`src/rtl/posit_decoder_pkg.sv`:
```
// posit_decoder_pkg: shared posit(32,3) widths, special words and decoder FSM encoding
package posit_decoder_pkg;
  localparam int POSIT_N = 32;
  localparam int POSIT_ES = 3;
  localparam int KW = 6;
  localparam logic [POSIT_N-1:0] ZERO = '0;
  localparam logic [POSIT_N-1:0] NAR = {1'b1, {(POSIT_N-1){1'b0}}};
  typedef enum logic [2:0] {IDLE, SIGN, REGIME, EXP, MANT, DONE} state_t;
endpackage

```
`src/rtl/posit_decoder.sv`:
```
// posit_decoder: serial one-bit-per-cycle posit(32,3) field decoder
module posit_decoder
  import posit_decoder_pkg::*;
#(
  parameter int N = POSIT_N,
  parameter int ES = POSIT_ES
) (
  input  logic                 clk,
  input  logic                 rst,
  input  logic                 start,
  input  logic [N-1:0]         p_in,
  output logic                 sign_out,
  output logic signed [KW-1:0] k_out,
  output logic [ES-1:0]        exp_out,
  output logic [N-1:0]         mantissa_out,
  output logic                 zero,
  output logic                 nar,
  output logic                 busy,
  output logic                 done
);
  state_t state, state_n;
  logic [N-1:0] w, wc;
  logic [4:0] idx, idx_n, j;
  logic [KW-1:0] run, run_n;
  logic [1:0] ecnt;
  logic r, b, last;
  assign wc = w[N-1] ? -w : w;
  assign b = w[idx];
  assign last = idx == 5'd0;
  assign idx_n = last ? idx : idx - 5'd1;
  assign run_n = run + {{(KW-1){1'b0}}, b == r};
  assign busy = state != IDLE;
  always_ff @(posedge clk)
    if (!rst) state <= IDLE;
    else state <= state_n;
  always_comb begin
    state_n = state;
    case (state)
      IDLE:    state_n = start ? SIGN : IDLE;
      SIGN:    state_n = (w == ZERO || w == NAR) ? DONE : REGIME;
      REGIME:  state_n = last ? DONE : (b != r ? EXP : REGIME);
      EXP:     state_n = last ? DONE : (ecnt == 2'd2 ? MANT : EXP);
      MANT:    state_n = last ? DONE : MANT;
      default: state_n = IDLE;
    endcase
  end
  // exponent and fraction bits land at fixed positions so an early end leaves zeros below
  always_ff @(posedge clk) begin
    if (!rst) begin
      w <= '0;
      idx <= 5'd30;
      j <= '0;
      run <= '0;
      ecnt <= '0;
      r <= 1'b0;
      sign_out <= 1'b0;
      k_out <= '0;
      exp_out <= '0;
      mantissa_out <= '0;
      zero <= 1'b0;
      nar <= 1'b0;
      done <= 1'b0;
    end else begin
      done <= state == DONE;
      case (state)
        IDLE: if (start) begin
          w <= p_in;
          idx <= 5'd30;
          j <= '0;
          run <= '0;
          ecnt <= '0;
          k_out <= '0;
          exp_out <= '0;
          mantissa_out <= '0;
          zero <= 1'b0;
          nar <= 1'b0;
        end
        SIGN: begin
          sign_out <= w[N-1];
          w <= wc;
          zero <= w == ZERO;
          nar <= w == NAR;
          r <= wc[N-2];
        end
        REGIME: begin
          run <= run_n;
          k_out <= r ? run_n - {{(KW-1){1'b0}}, 1'b1} : -run_n;
          idx <= idx_n;
        end
        EXP: begin
          exp_out[2'(ES-1) - ecnt] <= b;
          ecnt <= ecnt + 2'd1;
          idx <= idx_n;
        end
        MANT: begin
          mantissa_out[5'(N-1) - j] <= b;
          j <= j + 5'd1;
          idx <= idx_n;
        end
        default: ;
      endcase
    end
  end
endmodule

```
`config.mk`:
```
export PLATFORM = sky130hd
export DESIGN_NAME = posit_decoder
export DESIGN_NICKNAME = d
export VERILOG_FILES = /design/src/rtl/posit_decoder_pkg.sv /design/src/rtl/posit_decoder.sv
export SDC_FILE = /design/constraint.sdc
export NUM_CORES = 1
export LEC_CHECK = 0
export ABC_CLOCK_PERIOD_IN_PS = 4400
export BUFFER_PORTS_ARGS = -buffer_cell sky130_fd_sc_hd__buf_2
export CAP_MARGIN = 25
export CORE_ASPECT_RATIO = 0.5
export CORE_UTILIZATION = 59
export CTS_BUF_LIST = sky130_fd_sc_hd__clkbuf_4
export DETAILED_ROUTE_END_ITERATION = 12
export PLACE_DENSITY = 0.82
export SETUP_SLACK_MARGIN = 0.3
export SYNTH_ARGS = -nofsm -noshare
export SYNTH_HDL_FRONTEND = slang
export SYNTH_SLANG_ARGS = --single-unit
```
`constraint.sdc`:
```
create_clock -name clk -period 4.4 [get_ports clk]
set_input_delay 0.66 -clock clk [delete_from_list [all_inputs] [get_ports clk]]
set_output_delay 0.66 -clock clk [all_outputs]
set_load 0.005 [all_outputs]
```
Word-level counts from Yosys, hierarchy flattened
Cells that the tools add are included. Widths: inputs -> output; s select.

Register bits after elaboration: 99. Word-level logic and storage cells: 97. Output and inout bits: 46.

Add/subtract/negate cells: 9. Equality and inequality tests: 12. Muxes and demuxes: 37. $lt $le $gt $ge: 5. Reduce and logical (&&, ||, !) cells: 19.

Operator list (number): $pmux 32 s2 (2); $mux 32 (3); $bwmux 32 (1); $eq 32x32->1 const B (1); $logic_not 32->1 (1); $neg 32->32 (1); $pmux 6 s2 (2); $pmux 5 s2 (2); $mux 3 (5); $mux 5 (3); $pmux 3 s5 (1); $lt 5x6->1 const B (2); $mux 6 (2); $reduce_bool 2->1 (5); $reduce_and 2->1 (4); $mux 1 (7); $add 6x1->6 (1); $eq 3x2->1 const B (2); $eq 3x3->1 const B (2); $ne 2x2->1 const B (3); $neg 6->6 (1); $pmux 3 s2 (1); $reduce_and 3->1 (2); $sub 6x1->6 const B (1); other kinds (25) (27).

Depth between registers and ports, before layout
Gate-level depths: netlist of run 1.

Depth in word-level cells: 7. Depth in mapped cells: 18.

Worst setup path before layout of run 1
No wires, ideal clock.

Kind: register -> register. Start point: reg idx[1]. End point: reg k_out[4]. Library setup time: 0.062 ns. Required time: 4.338 ns. Cell stages (with the launch flop): 17. Data arrival time: 3.820 ns. Path slack: 0.518 ns. Path through: dfxtp_1 -> buf_2 -> mux4_1 -> nor2_1 -> nor4_1 -> nor4_1 -> clkbuf_1 -> clkbuf_1 -> xor2_1 -> ha_1 -> ha_1 -> inv_1 -> ha_1 -> inv_1 -> or4_1 -> a211o_1 -> nand3_1.

Cells in the longest elaborated chain, start to end: 7. Elaborated cells on any way between the ends: 8. Classes of those cells: 3 x add/sub; 1 x eq/ne; 4 x mux.

Ends and longest elaborated chain: start, declared (RTL line posit_decoder.sv:23) `logic [4:0] idx, idx_n, j;`; start signal, assigned (RTL line posit_decoder.sv:88) `idx <= idx_n;`; start signal, assigned (RTL line posit_decoder.sv:93) `idx <= idx_n;`; start signal, assigned (RTL line posit_decoder.sv:98) `idx <= idx_n;`; $bmux 1 s5 * (RTL line posit_decoder.sv:28) `assign b = w[idx];`; $mux 1 (not written as such) * (RTL line posit_decoder.sv:28); $eq 1x1->1 * (RTL line posit_decoder.sv:31) `assign run_n = run + {{(KW-1){1'b0}}, b == r};`; $add 6x1->6 * (RTL line posit_decoder.sv:31); $neg 6->6 or $sub 6x1->6 (tied branches) (RTL line posit_decoder.sv:87) `k_out <= r ? run_n - {{(KW-1){1'b0}}, 1'b1} : -run_n;`; $mux 6 * (RTL line posit_decoder.sv:87); $pmux 6 s2 * (RTL line posit_decoder.sv:65) `case (state)`; end signal, assigned (RTL line posit_decoder.sv:87); end, declared (RTL line posit_decoder.sv:13) `output logic signed [KW-1:0] k_out,`.

Mark *: on every way between the ends. The rest lies on a longest branch, timed or not. The select of a mux whose other input is x is not followed. A chain may end at the register's enable or synchronous reset.

Worst setup path in the final report of run 1
Start point: reg idx[2]. End point: reg k_out[4].

Same word-level chain as after synthesis.

==> run summary, run 1 <==
Skew-Pair Late Insertion Delay = 0.46 ns
CP Class = reg2reg
Routability congestion estimate = 0.959
Most frequent cells in the layout = 98 x dfxtp_1, 80 x buf_2, 62 x a21oi_1
Clk pin slew, worst setup/hold paths = 0.16 ns
Endpoint type of the worst setup path = register
RSZ-0062 raised after global routing = no
Largest net degree at the start of global routing = 66
DR pass1 iterations = 5
Reg-to-reg slack, setup = 0.56 ns
Syn-to-layout area delta = 10.2%
Slew Viols, Final = 0
Top_reg_cell synth = dfxtp_1
Multi-input gate area = 0.00317 mm²
Layout Cells excl Fill = 835
Post-DP HPWL = 8.93 mm
Die area = 0.00956 mm²
Fin area = 0.00595 mm²
Clk sink count = 99
Placed cell area = 0.00579 mm²
CP max FO = 17
CTS Buffer Depth = 2
Synthesized area = 0.00540 mm²
Final setup skew = 0.0247 ns
DR iter-0 viols = 398
Share of cells above drive strength 1 = 19.2%
CTS tree = done
WL per Instance = 16.1 µm
Total wire length = 13.4 mm
Hold Fails Final Rpt = 0
Fmax achieved = 0.260 GHz
DRC = 0
WHS = 0.445 ns
Flip-flop and latch area = 0.00198 mm²
Core Util, Final = 67.6%
Worst slew pin tran = 0.939 ns
Synthesis-stage register bit count = 99
FILL cells = 790
Final setup fails = 0
Worst Hold Path Cells = 3
Outcome = completed
Hold crit path type = in2reg
Die W = 137 µm
Routed Antenna Nets = 0
Synth Net Count = 717
Relative slew slack = 37.0%
Number of synthesized flops with an enable pin = 0
GRT Overall Usage = 28.9%
Htree depth = 3
Worst Path Arrival = 4.25 ns
Die span in y = 69.6 µm
DR vias = 5189
Register-to-Register Path Depth = 13
Post-CTS Setup Bufs = 0
Antenna violations before repair = 0
Detail-routed via count per cell = 6.21
Power Density = 376 mW/mm²
Peak supply drop = 0.000227 V
Max-cap violations = 0
Num CTS Buffers = 9
Setup TNS = 0 ns
Final #Nets = 761
IO Port Bufs = 80
Global-route wire length before repair = 22.2 mm
Mapped Avg Cell Area = 8.08 µm²
Leak pwr = 2.23 nW
Post-synthesis cell type count = 56
Async set-reset flop share out of synthesis = 0%
Tmin final = 3.84 ns
Mapped Cells = 668
Worst EP required = 4.81 ns
Initial Utilization = 61.3%
Final period utilization = 87.4%
CP startpoint kind = register
Fraction of the yosys area taken by sequential cells = 36.7%
Root buf cell = clkbuf_4
I/O pin cnt = 81
Vias in the first global route = 4601
Commonest non-fill, non-tap cell in the layout = dfxtp_1
Inst Count DP = 818
Global route overflow = 0
Core Area = 0.00880 mm²
Yosys warning count = 0
Standard-cell rows = 24
layer usage:
layer | track usage, % | share of wire [%] | up-vias
met5 | 0 | 0 | -
met4 | 6.96 | 1.0 | 0
met3 | 6.73 | 7.1 | 15
met2 | 43.3 | 44 | 207
met1 | 41.6 | 48 | 2442
li1 | - | - | 2525
critical path: stages (launching register included):
cell	delay (ns)
dfxtp_1	0.76
mux2_2	0.40
o311ai_0	0.30
a311oi_1	0.11
nor4_2	0.29
xor2_1	0.27
ha_1	0.21
ha_1	0.25
inv_1	0.11
ha_1	0.16
inv_1	0.05
or4_1	0.52
a211o_1	0.30
nand3_1	0.06
through the flow:
stage | setup slack [ns] | power (mW)
2_1_floorplan | 0.518 | 1.54
3_5_place_dp | 0.625 | 1.70
6_report | 0.556 | 2.24
5_1_grt | 0.301 | 2.36
4_1_cts | 0.591 | 2.23
3_3_place_gp | 0.718 | 1.68
registers in the layout (all words and copies together), names as in the netlist, 2 cells and up:
signal / count
mantissa_out: 32
w: 32
k_out: 6
run: 6
idx: 5
j: 5
exp_out: 3
state: 3
ecnt: 2
cell type report:
class	instances	area share [%]
clock buffers	10	1.26
well taps	117	2.46
repair buffers	84	7.30
diodes	1	0.0421
multi-input cells	504	53.3
clock inverters	6	1.35
inverters	14	0.884
flip-flops and latches	99	33.4
cell families (layout without fill, tap and decap cells):
family	count (synthesis)	in the layout	synth area share [%]
flops	99	99	36.7
simple gates	286	286	27.6
buf+inv	65	114	4.75
fa+ha+maj	14	14	3.25
mux	15	15	4.31
xor+xnor	29	29	4.71
compound gates	160	160	18.6
other cells	0	1	0
worst paths after layout:
check / start / end
worst max-delay path: idx[2] / k_out[4]
worst min-delay path: p_in[1] / w[1]
worst min register to register: k_out[1] / k_out[1]
worst max register to register: idx[2] / k_out[4]
cell usage after synthesis, drive strengths merged (2+ instances only):
master | instances | share of area (%)
and2 | 7 | 0.81
or4 | 9 | 1.4
inv | 14 | 0.97
nor3b | 7 | 0.97
nor2b | 3 | 0.35
ha | 14 | 3.2
mux2 | 3 | 0.63
xor2 | 16 | 2.6
nand4 | 8 | 0.93
nand2b | 3 | 0.35
or3 | 26 | 3.0
nor3 | 27 | 2.5
o21ai | 23 | 2.1
a222oi | 3 | 0.56
o211ai | 17 | 2.4
o22ai | 7 | 0.81
a22oi | 11 | 1.5
a211oi | 2 | 0.28
buf | 8 | 0.79
nor4 | 9 | 1.0
xnor2 | 13 | 2.1
nand2 | 59 | 4.1
mux2i | 6 | 1.1
nor2 | 42 | 2.9
o31ai | 6 | 0.93
dfxtp | 99 | 37
nand4b | 3 | 0.49
mux4 | 6 | 2.6
nand3 | 49 | 4.5
o21a | 2 | 0.28
a221oi | 8 | 1.3
clkbuf | 43 | 3.0
a2111oi | 2 | 0.32
a31oi | 8 | 0.93
and3 | 6 | 0.70
or2 | 21 | 2.4
a21oi | 62 | 5.8
nand3b | 4 | 0.56
power by group:
| part | internal [mW] | switching (mW) | leakage (nW) |
|---|---|---|---|
| Sequential | 0.955 | 0.0907 | 0.804 |
| Combinational | 0.252 | 0.404 | 1.35 |
| Clock | 0.233 | 0.303 | 0.0815 |
repair_timing:
action / CTS / global route
endpoints found under the setup margin: 0 / 1
gates resized for setup: 0 / 1
hold buffers: 0 / 0
Note: power is estimated with default switching activity, not from simulation.
==> run 2: changes to the inputs <==
ABC_AREA = 1   (was unset)
CORE_UTILIZATION = 60   (was 59)
PLACE_DENSITY = 0.83   (was 0.82)
==> run 2 against run 1 <==
  * First-iteration DRC count up 49%
  * Die area is 6.4% higher
  * Non-clock buffer count is 2 lower
  * Core utilization decreased by 0.58 points
  * Clock skew down 0.0029 ns
  * Clock power is 2% lower
  * Sequential power grew 30%
  * Setup slack improved by 0.25 ns
  * Combinational power rose to 3.4 times the previous value
  * Total power up 85%
  * Critical path depth up 5
  * Largest cell class unchanged
  * Highest routed layer unchanged
==> run summary, run 2 <==
Critical path depth = 18 (+5)
Routed Antenna Nets = 0 (unchanged)
Clk sink count = 99 (unchanged)
Post-synthesis cell type count = 43 (-23%)
Post-CTS Setup Bufs = 0 (unchanged)
Die span in y = 71.8 µm (+3.1%)
Sw Ratio = 52.8% (+17 points)
CTS tree = done
Final setup fails = 0 (unchanged)
Synth Net Count = 899 (+25%)
Die W = 142 µm (+3.2%)
DR pass1 iterations = 5 (unchanged)
Standard-cell rows = 25 (+4.2%)
Buf/Inv on CP = 2 (unchanged)
Yosys top cell area share = 33.9% (-2.8 points)
NetSw = 2.19 mW (+170%)
Outcome = completed
Commonest non-fill, non-tap cell in the layout = nand2_1
Tmin final = 3.59 ns (-0.254 ns)
Global-route wire length before repair = 23.9 mm (+7.5%)
Max-cap violations = 0 (unchanged)
I/O pin cnt = 81 (unchanged)
Slew Viols, Final = 0 (unchanged)
Crit path max-delay family = simple AND/OR/NAND/NOR gates
Vias in the first global route = 5150 (+12%)
Fraction of the yosys area taken by sequential cells = 33.9% (-2.8 points)
Final #Nets = 953 (+25%)
Most common cell in the netlist = nand2_1
Inst Count DP = 1028 (+26%)
Htree depth = 3 (unchanged)
CTS Buffer Depth = 2 (unchanged)
Yosys warning count = 0 (unchanged)
Gate power share = 54.5% (+25 points)
Flip-flop and latch area = 0.00198 mm² (about the same)
Final period utilization = 81.6% (-5.8 points)
DRC = 0 (unchanged)
FILL cells = 869 (+10%)
Post-CTS resize count = 0 (unchanged)
Hold Fails Final Rpt = 0 (unchanged)
Hold crit path type = in2reg
Most frequent cells in the layout = 185 x nand2_1, 99 x dfxtp_1, 80 x buf_2
Worst Path Arrival = 3.97 ns (-0.28 ns)
IO Port Bufs = 80 (unchanged)
DR vias = 5948 (+15%)
CP cell instances = inv_4 > nand2_1 > nand3_1 > a21oi_1 > nor2_1 > nand2_2 > nand2_4 > nand2_1 > nand2_1 > ha_1 > ha_1 > inv_1 > ha_1 > or2_2 > o21ai_0 > a21oi_1 > o21ai_0 > a21oi_1
Synthesis-stage register bit count = 99 (unchanged)
Syn-to-layout area delta = 8.29%
Layout Cells excl Fill = 1045 (+25%)
Power Density = 656 mW/mm² (+74%)
DR iter-0 viols = 593 (+49%)
GRT Overall Usage = 29.0% (+0.17 points)
Worst slew pin tran = 0.659 ns (-0.280 ns)
Worst Hold Path Cells = 3 (unchanged)
Internal power = 1.96 mW (+36%)
WL per Instance = 13.7 µm (-14%)
Relative slew slack = 56.0% (+19 points)
Root buf cell = clkbuf_4
Post-CTS Hold Fix Bufs = 0 (unchanged)
Register-to-Register Path Depth = 18 (+5)
Antenna violations before repair = 1 (+1)
Crit-path slowest cell = dfxtp_1
CP max FO = 34 (+17)
Post-DP HPWL = 9.86 mm (+10%)
Crit-path max cell delay = 0.77 ns (about the same)
Top_reg_cell synth = dfxtp_1
Top cells by count, synth = 185 x nand2_1, 99 x dfxtp_1, 78 x a21oi_1, 78 x inv_1
Synthesized area = 0.00584 mm² (+8.3%)
Post-route setup slack = 0.810 ns (+0.254 ns)
Part of the power in registers = 32.9% (-14 points)
Initial Utilization = 61.9% (+0.53 points)
Number of synthesized flops with an enable pin = 0 (unchanged)
Detail-routed via count per cell = 5.69 (-8.4%)
Pre-CTS setup slack = 0.872 ns (+0.247 ns)
Clk pin slew, worst setup/hold paths = 0.17 ns (about the same)
Core Area = 0.00945 mm² (+7.4%)
Fmax achieved = 0.279 GHz (+7.1%)
Leak pwr = 2.70 nW (+21%)
CP Class = reg2reg
Multi-input gate area = 0.00327 mm² (+3.2%)
Largest net degree at the start of global routing = 59 (-11%)
Die area = 0.0102 mm² (+6.4%)
Mapped Cells = 850 (+27%)
Async set-reset flop share out of synthesis = 0% (unchanged)
Setup TNS = 0 ns (unchanged)
Synth area leaders = dfxtp_1 34%, nand2_1 12%, a21oi_1 6.7%, nand3_1 6.3%, inv_1 5.0%
Peak supply drop = 0.000302 V (+33%)
Share of cells above drive strength 1 = 16.7% (-2.5 points)
Num CTS Buffers = 9 (unchanged)
CP startpoint kind = register
Biggest regs = mantissa_out x32, w x32
Final setup skew = 0.0218 ns (-0.00286 ns)
Skew-Pair Late Insertion Delay = 0.49 ns (+0.03 ns)
Routability congestion estimate = 0.889 (-7.4%)
Mapped Avg Cell Area = 6.88 µm² (-15%)
Synth area leader = dfxtp_1
Total wire length = 14.3 mm (+7.0%)
Worst EP required = 4.78 ns (-0.03 ns)
RSZ-0062 raised after global routing = no
Clock power frac = 12.6% (-11 points)
Global route overflow = 0 (unchanged)
Endpoint type of the worst setup path = register
run 2: changes by cell type after synthesis, sizes merged, moves of 25 or more:
cell    change
nand2     +136
nand3      +25
nor2       +46
o21ai      +38
or3        -26
inv        +73
clkbuf     -31
run 2: worst min-delay path, delay by kind of cell:
family	cells	cell delay (ns)
compound gates	1	0.07
buf+inv	1	0.10
simple gates	1	0.05
run 2: cells by family after synthesis:
kind of cell	share of synthesized area [%]
compound gates	20.9
xor+xnor	1.20
fa+ha+maj	3.00
buf+inv	10.1
flops	33.9
simple gates	30.9
run 2: through the flow:
stage | area [µm²] | utilization (%) | hold WS [ns] | power [mW]
finish | 6330 | 67.0 | 0.419 | 4.15
global route | 6330 | 67.0 | 0.413 | 4.52
CTS | 6330 | 67.0 | 0.414 | 4.11
detailed placement | 6180 | 65.4 | 0.455 | 3.58
global placement | 6180 | 65.4 | 0.449 | 3.53
floorplan | 5840 | - | 0.456 | 3.26
run 2: worst paths after layout:
path / startpoint / to / slack [ns]
setup reg to reg: idx[0] / k_out[2] / 0.81
hold / removal: p_in[20] / w[20] / 0.42
hold reg to reg: k_out[0] / k_out[0] / 0.48
setup / recovery: idx[0] / k_out[2] / 0.81
run 2: layout make-up:
cell class | instances | share of cell area [%]
Multi-Input combinational cell | 623 | 51.7
Sequential cell | 99 | 31.3
Timing Repair Buffer | 82 | 6.56
Inverter | 89 | 5.34
Tap cell | 135 | 2.67
Clock inverter | 7 | 1.27
Clock buffer | 9 | 1.07
Antenna cell | 1 | 0.0395
run 2: power by group through the flow:
stage / combinational [mW] / sequential [mW] / clock (mW)
final: 2.26 / 1.36 / 0.524
after floorplan: 2.00 / 1.27 / 0
after global placement: 2.16 / 1.37 / 0
after CTS: 2.23 / 1.35 / 0.534
after global routing: 2.56 / 1.39 / 0.569
after detailed placement: 2.22 / 1.37 / 0
run 2: routing by layer:
layer  wire length (µm)  part of all wire [%]  track usage, %
met3                895                   6.2            5.41
met1               6950                    48            40.0
met5                  0                     0               0
met4                193                   1.3            8.12
met2               6300                    44            46.9
